## src/rtl/rl_pair_scheduler.sv

```systemverilog
// Pair scheduler for the range-limited force pipeline: walks every (home, neighbor)
// pair in row-major order, throttled by downstream stall and an in-flight result budget.
module rl_pair_scheduler #(
    parameter int REF_PARTICLE_NUM        = 100,
    parameter int REF_RAM_ADDR_WIDTH      = 7,
    parameter int NEIGHBOR_PARTICLE_NUM   = 100,
    parameter int NEIGHBOR_RAM_ADDR_WIDTH = 7,
    parameter int MAX_INFLIGHT            = 32,
    parameter int CNT_WIDTH               = 16
) (
    input  logic                               clk,
    input  logic                               rst,
    input  logic                               start,
    input  logic                               stall,
    input  logic                               force_valid,
    output logic                               rden,
    output logic [REF_RAM_ADDR_WIDTH-1:0]      home_rdaddr,
    output logic [NEIGHBOR_RAM_ADDR_WIDTH-1:0] neighbor_rdaddr,
    output logic                               r2_enable,
    output logic                               busy,
    output logic                               done,
    output logic [CNT_WIDTH-1:0]               issued_cnt,
    output logic [CNT_WIDTH-1:0]               result_cnt,
    output logic [CNT_WIDTH-1:0]               inflight,
    output logic                               error
);

    typedef enum logic [1:0] {IDLE, ISSUE, DRAIN, DONE} state_t;

    localparam int HW = REF_RAM_ADDR_WIDTH;
    localparam int NW = NEIGHBOR_RAM_ADDR_WIDTH;

    state_t          state, next_state;
    logic [HW-1:0]   next_home;
    logic [NW-1:0]   next_nb;
    logic            can_issue;
    logic            last_pair;
    logic            spurious;

    // The pair on the rden output is not yet counted in inflight, so it joins the budget.
    assign can_issue = (state == ISSUE) && !stall &&
                       (({1'b0, inflight} + (CNT_WIDTH+1)'(rden)) < (CNT_WIDTH+1)'(MAX_INFLIGHT));
    assign last_pair = (next_home == HW'(REF_PARTICLE_NUM - 1)) &&
                       (next_nb == NW'(NEIGHBOR_PARTICLE_NUM - 1));
    assign spurious  = force_valid && (inflight == '0) && !rden;

    // NOTE: next_state gets its default before the case so no path leaves it unassigned (no latch).
    always_comb begin
        next_state = state;
        unique case (state)
            IDLE:    if (start) next_state = ISSUE;
            ISSUE:   if (can_issue && last_pair) next_state = DRAIN;
            DRAIN:   if (inflight == '0 && !force_valid && !rden) next_state = DONE;
            DONE:    next_state = IDLE;
            default: next_state = IDLE;
        endcase
    end

    // NOTE: all registers use non-blocking assignments so every flop samples pre-edge values.
    always_ff @(posedge clk) begin
        if (!rst) state <= IDLE;
        else      state <= next_state;
    end

    always_ff @(posedge clk) begin
        if (!rst) begin
            rden            <= 1'b0;
            r2_enable       <= 1'b0;
            busy            <= 1'b0;
            done            <= 1'b0;
            error           <= 1'b0;
            home_rdaddr     <= '0;
            neighbor_rdaddr <= '0;
            next_home       <= '0;
            next_nb         <= '0;
            issued_cnt      <= '0;
            result_cnt      <= '0;
            inflight        <= '0;
        end else begin
            r2_enable <= rden;
            rden      <= can_issue;
            busy      <= (next_state == ISSUE) || (next_state == DRAIN);
            done      <= (next_state == DONE);

            if (can_issue) begin
                home_rdaddr     <= next_home;
                neighbor_rdaddr <= next_nb;
                if (next_nb == NW'(NEIGHBOR_PARTICLE_NUM - 1)) begin
                    next_nb   <= '0;
                    next_home <= next_home + HW'(1);
                end else begin
                    next_nb <= next_nb + NW'(1);
                end
            end

            if (state == DONE) begin
                home_rdaddr     <= '0;
                neighbor_rdaddr <= '0;
            end

            if (state == IDLE) begin
                // Counters and error keep the last run's values until the next start.
                if (start) begin
                    issued_cnt <= '0;
                    result_cnt <= '0;
                    inflight   <= '0;
                    error      <= 1'b0;
                    next_home  <= '0;
                    next_nb    <= '0;
                end
            end else begin
                issued_cnt <= issued_cnt + CNT_WIDTH'(rden);
                result_cnt <= result_cnt + CNT_WIDTH'(force_valid);
                if (spurious)
                    error <= 1'b1;
                else if (rden && !force_valid)
                    inflight <= inflight + CNT_WIDTH'(1);
                else if (!rden && force_valid)
                    inflight <= inflight - CNT_WIDTH'(1);
            end
        end
    end

endmodule
```

## config.mk

```make
export PLATFORM = sky130hd
export DESIGN_NAME = rl_pair_scheduler
export DESIGN_NICKNAME = d
export VERILOG_FILES = /design/src/rtl/rl_pair_scheduler.sv
export SDC_FILE = /design/constraint.sdc
export NUM_CORES = 1
export LEC_CHECK = 0
export BUFFER_PORTS_ARGS = -buffer_cell sky130_fd_sc_hd__buf_2
export CAP_MARGIN = 20
export CORE_UTILIZATION = 35
export CTS_BUF_LIST = sky130_fd_sc_hd__clkbuf_4 sky130_fd_sc_hd__clkbuf_8
export DETAILED_ROUTE_END_ITERATION = 12
export PLACE_DENSITY_LB_ADDON = 0.25
export SYNTH_ARGS = -nofsm -noshare
export SYNTH_HDL_FRONTEND = slang
export SYNTH_SLANG_ARGS = --single-unit
```

## constraint.sdc

```tcl
create_clock -name clk -period 4.1 [get_ports clk]
set_input_delay 0.82 -clock clk [delete_from_list [all_inputs] [get_ports clk]]
set_output_delay 0.82 -clock clk [all_outputs]
set_load 0.02 [all_outputs]
```

=== Yosys cells after proc, flatten, opt, wreduce, memory -nomap -nowiden ===
Index checks and enable logic that the tools add are counted.

* Register bits after elaboration: 83
* Latch bits: 0
* Memory bits (writable): 0
* ROM bits: 0
* Output and inout bits: 67
* Memories: 0

* $add $sub $neg: 7
* Multiply operators: 0
* Divide/modulo/power cells: 0
* $lt $le $gt $ge: 1
* Equality and inequality tests: 10
* Shifts and indexed selects: 0
* Mux-type cells: 22
* Bitwise logic cells: 1
* Reductions and logical operators: 21

{| class="wikitable"
|+ Operators by type and width
! operator !! number
|-
| $mux 16 || 7
|-
| $mux 7 || 8
|-
| $add 16x1->16 || 2
|-
| $add 16x1->17 || 1
|-
| $lt 17x6->1 const B || 1
|-
| $add 16x1->16 const B || 1
|-
| $logic_not 16->1 || 1
|-
| $sub 16x1->16 const B || 1
|-
| $add 7x1->7 const B || 2
|-
| $eq 7x7->1 const B || 2
|-
| $logic_and 1x1->1 || 10
|-
| $eq 2x2->1 const B || 4
|-
| $pmux 2 s4 || 1
|-
| $mux 2 || 3
|-
| $eq 2x1->1 const B || 2
|-
| $logic_not 1->1 || 3
|-
| $mux 1 || 3
|-
| $reduce_and 3->1 || 1
|-
| $reduce_bool 3->1 || 1
|-
| $logic_not 2->1 || 1
|-
| $ne 2x1->1 const B || 1
|-
| $ne 2x2->1 const B || 1
|-
| $reduce_and 2->1 || 1
|-
| $reduce_bool 2->1 || 1
|-
| 3 further kinds || 3
|}

=== Logic depth before layout (Yosys ltp) ===
* Word-level depth: 8
* Gate-level depth with buffers: 10

=== Worst setup path before layout ===
Ideal clock, no wire load.

* Path kind: input-to-reg
* Start: input port force_valid
* End: register inflight[13]
* Library setup time: 0.122 ns
* Arrival time: 3.055 ns
* Required time: 3.978 ns
* Setup slack: 0.922 ns
* Stages: 9
* Buffers on the path: 0
* Cell sequence: nand2b_1 ha_1 a211o_1 a211oi_1 o21ai_0 and2_1 a311oi_1 xnor2_1 o21ai_0

* Longest elaborated chain between the ends: 5
* Elaborated cells on any way between the ends: 11
* Classes of those cells: 1 x eq/ne; 3 x mux; 7 x reduce/logical

{| class="wikitable"
|+ RTL lines
! item !! RTL line !! source
|-
| start, declared || 15 || <nowiki>input logic force_valid,</nowiki>
|-
| $logic_not 1->1 || 116 || <nowiki>else if (rden && !force_valid)</nowiki>
|-
| $logic_and 1x1->1 || 116 ||
|-
| $mux 16 || 116 ||
|-
| $mux 16 || 114 || <nowiki>if (spurious)</nowiki>
|-
| $mux 16 || 101 || <nowiki>if (state == IDLE) begin</nowiki>
|-
| end signal, assigned || 117 || <nowiki>inflight <= inflight + CNT_WIDTH'(1);</nowiki>
|-
| end signal, assigned || 119 || <nowiki>inflight <= inflight - CNT_WIDTH'(1);</nowiki>
|-
| end, declared || 24 || <nowiki>output logic [CNT_WIDTH-1:0] inflight,</nowiki>
|}

Several ways; a longest one is shown, not always the timed one. The select of a mux whose other input is x is not followed.
A chain may end at the register's enable or synchronous reset.

=== Worst setup path in the final report ===
Ends and elaborated chain as after synthesis.

==> results.json <==
{
  "numPortBuffers": 71,
  "startpoint": "force_valid",
  "reg2reg_slack_ns": 0.95,
  "synth_ff_type": "dfxtp_1",
  "worst_path_most_repeated_cell": "o21ai_0",
  "setup_violations": 0,
  "placed_area_um2": 4980,
  "synth_area_um2": 4470,
  "synthTopCellsByCount": "nand2_1, dfxtp_1, nor2_1, a21oi_1, nand3_1",
  "grt_pass1_wl_um": 18600,
  "slew_headroom_pct": 37.5,
  "synth_area_per_cell_um2": 7.99,
  "stdcell_area_um2": 5190,
  "crit_chain": "buf_2, nand2b_1, ha_1, a211o_1, a211oi_1, o21ai_0, and2_1, a311oi_1, xnor2_1, o21ai_0",
  "fmax_ghz": 0.317,
  "cts_hold_buffers": 0,
  "yosysTopAreaCell": "dfxtp_1",
  "worstSetupPathType": "in -> reg",
  "cpPeakStageDelay_ns": 0.41,
  "route.final.wire_length_um": 11400,
  "hp-start": "neighbor_rdaddr[4]",
  "min_to": "neighbor_rdaddr[4]",
  "clock_skew_ns": 0.0108,
  "r2r_cells": 9,
  "worstMarginPinSlew_ns": 0.936,
  "ctsResizeCount": 0,
  "ys_types": 56,
  "gp_congestion": 0.896,
  "cap_violations": 0,
  "numCtsBuffers": 9,
  "nFillCells": 1280,
  "r2r-start": "rden",
  "clock_latency_ns": 0.37,
  "area.growth.synth_to_final_pct": 16.1,
  "die_x_um": 115,
  "vias": 4159,
  "cts_setup_buffers": 0,
  "die-area_um2": 13200,
  "ant_nets": 0,
  "diodes": 0,
  "reg2reg_to": "inflight[13]",
  "irDropWorstVdd_v": 0.000302,
  "yosysMostFrequentCell": "nand2_1",
  "synth_edf_count": 0,
  "globalRouteOverflowTotal": 0,
  "grt_max_degree": 27,
  "post_drt_wl_per_cell_um": 14.3,
  "drive_gt1_share_pct": 18.7,
  "synth_top_area_share_pct": 37.1,
  "viasPerCell": 5.23,
  "synth_top_cells_by_area": "dfxtp_1, nand2_1, ha_1",
  "finalMaxSlewViolations": 0,
  "rows": 40,
  "cts_tree": "yes",
  "whs_path_depth": 2,
  "grt_use_total_pct": 18.0,
  "dp_slack_ns": 0.592,
  "outcome": "finished, final reports clean",
  "syn-num-nets": 587,
  "finalHoldViolCount": 0,
  "worstPathArrival_ns": 3.40,
  "drc": 0,
  "power_density_nw_per_um2": 566,
  "cp-start-kind": "input pin",
  "grt_pass1_vias": 3782,
  "syn_inst": 560,
  "htree_levels": 3,
  "cts_buffer_depth": 2,
  "finalCritPeriodShare_pct": 76.9,
  "ys_warn_count": 0,
  "tns_ns": 0,
  "ys_ff_latch": 83,
  "end_kind": "flop",
  "min_path_type": "reg -> reg",
  "leakagePower_nw": 2.12,
  "finalNetCount": 649,
  "dp_hpwl_um": 8240,
  "die_h_um": 115,
  "critPathMaxFanout": 12,
  "synthArstFlopShare_pct": 0,
  "min_period_ns": 3.15,
  "slowest_stage": "ha_1",
  "clock_sinks": 83,
  "first_iter_violations": 247,
  "fin_ws_ns": 0.946,
  "drtPass1Iterations": 4,
  "rsz0062_at_grt": "no",
  "core_um2": 12200,
  "path_clk_slew_ns": 0.08,
  "initial_core_util_pct": 36.6,
  "cts_root_buf": "clkbuf_8",
  "seq_area_frac_synth_pct": 37.1,
  "cp.required_ns": 4.35,
  "antenna_found_initial": 0,
  "ios": 72
}
-- final cells by class --
cell class              instances  area [µm²]  area share, %
clock buffers                   9         124           2.38
clock inverters                 7        92.6           1.78
inverters                       9        33.8          0.650
multi-input cells             441        2660           51.3
flip-flops and latches         83        1660           32.0
well taps                     168         210           4.05
repair buffers                 78         408           7.85
-- state kept, by name (all words and copies together), names as in the netlist --
register / count
inflight: 16
issued_cnt: 16
result_cnt: 16
home_rdaddr: 7
neighbor_rdaddr: 7
next_home: 7
next_nb: 7
state: 2
busy: 1
done: 1
error: 1
r2_enable: 1
rden: 1
-- cell families after synthesis --
logic type,share of synthesized area (%)
xor gates and xnor gates,4.70
AOI/OAI and AO/OA,15.0
DFF,37.1
buffers and inverters,3.30
adders and majority gates,6.32
and+or+nand+nor,30.3
muxes,3.16
-- worst max-delay path, delay by kind of cell --
family                   cells  cell delay (ns)
adder cells (fa/ha/maj)      1             0.41
AND/OR/NAND/NOR              2             0.57
AO/OA/AOI/OAI                5             1.31
XOR/XNOR                     1             0.15
buffers and inverters        1             0.13
-- routing by layer --
metal  vias up  global-route usage, %  share of wire, %
met4         0                   5.71               1.4
li1       2109                      -                 -
met1      1947                   22.1                45
met2        93                   29.8                48
met3        10                   5.96               6.0
met5         -                      0                 0
-- where the power goes --
part	total, mW	switching, mW	internal (mW)
clock	0.651	0.309	0.342
sequential	0.978	0.112	0.867
combinational	1.31	0.776	0.535
-- worst max path at each step --
stage                               to  slack, ns  cells past startpoint
after floorplan           inflight[13]       0.92                      9
after detailed placement  inflight[13]       0.59                     10
final                     inflight[13]       0.95                     10
after global placement    inflight[13]       0.65                     10
after global routing      inflight[13]       0.58                      9
after CTS                 inflight[13]       0.93                      9
-- metrics by stage --
step | hold WS (ns) | total power, mW | cells | util (%)
global route | 0.466 | 3.18 | 795 | 42.5
CTS | 0.454 | 2.96 | 795 | 42.5
global placement | 0.435 | 2.29 | 779 | 40.8
finish | 0.449 | 2.94 | 795 | 42.5
floorplan | 0.457 | 2.00 | 560 | -
detailed placement | 0.442 | 2.30 | 779 | 40.8
-- cells in the final DEF, fill, tap and decap left out, drive strengths merged, types with 4 or more instances in the layout --
cell,n
o21ai,20
nand3,31
or3,5
and2,15
and3,13
a211oi,4
o211ai,4
a21oi,52
buf,78
nor2,56
nor3,17
or2,6
nand2,89
mux2,9
o21a,9
nor4,12
xor2,7
inv,9
ha,21
nand4,13
dfxtp,83
clkinv,5
xnor2,17
mux2i,4
clkbuf,9
No activity file was read; power rests on OpenSTA's default activity.
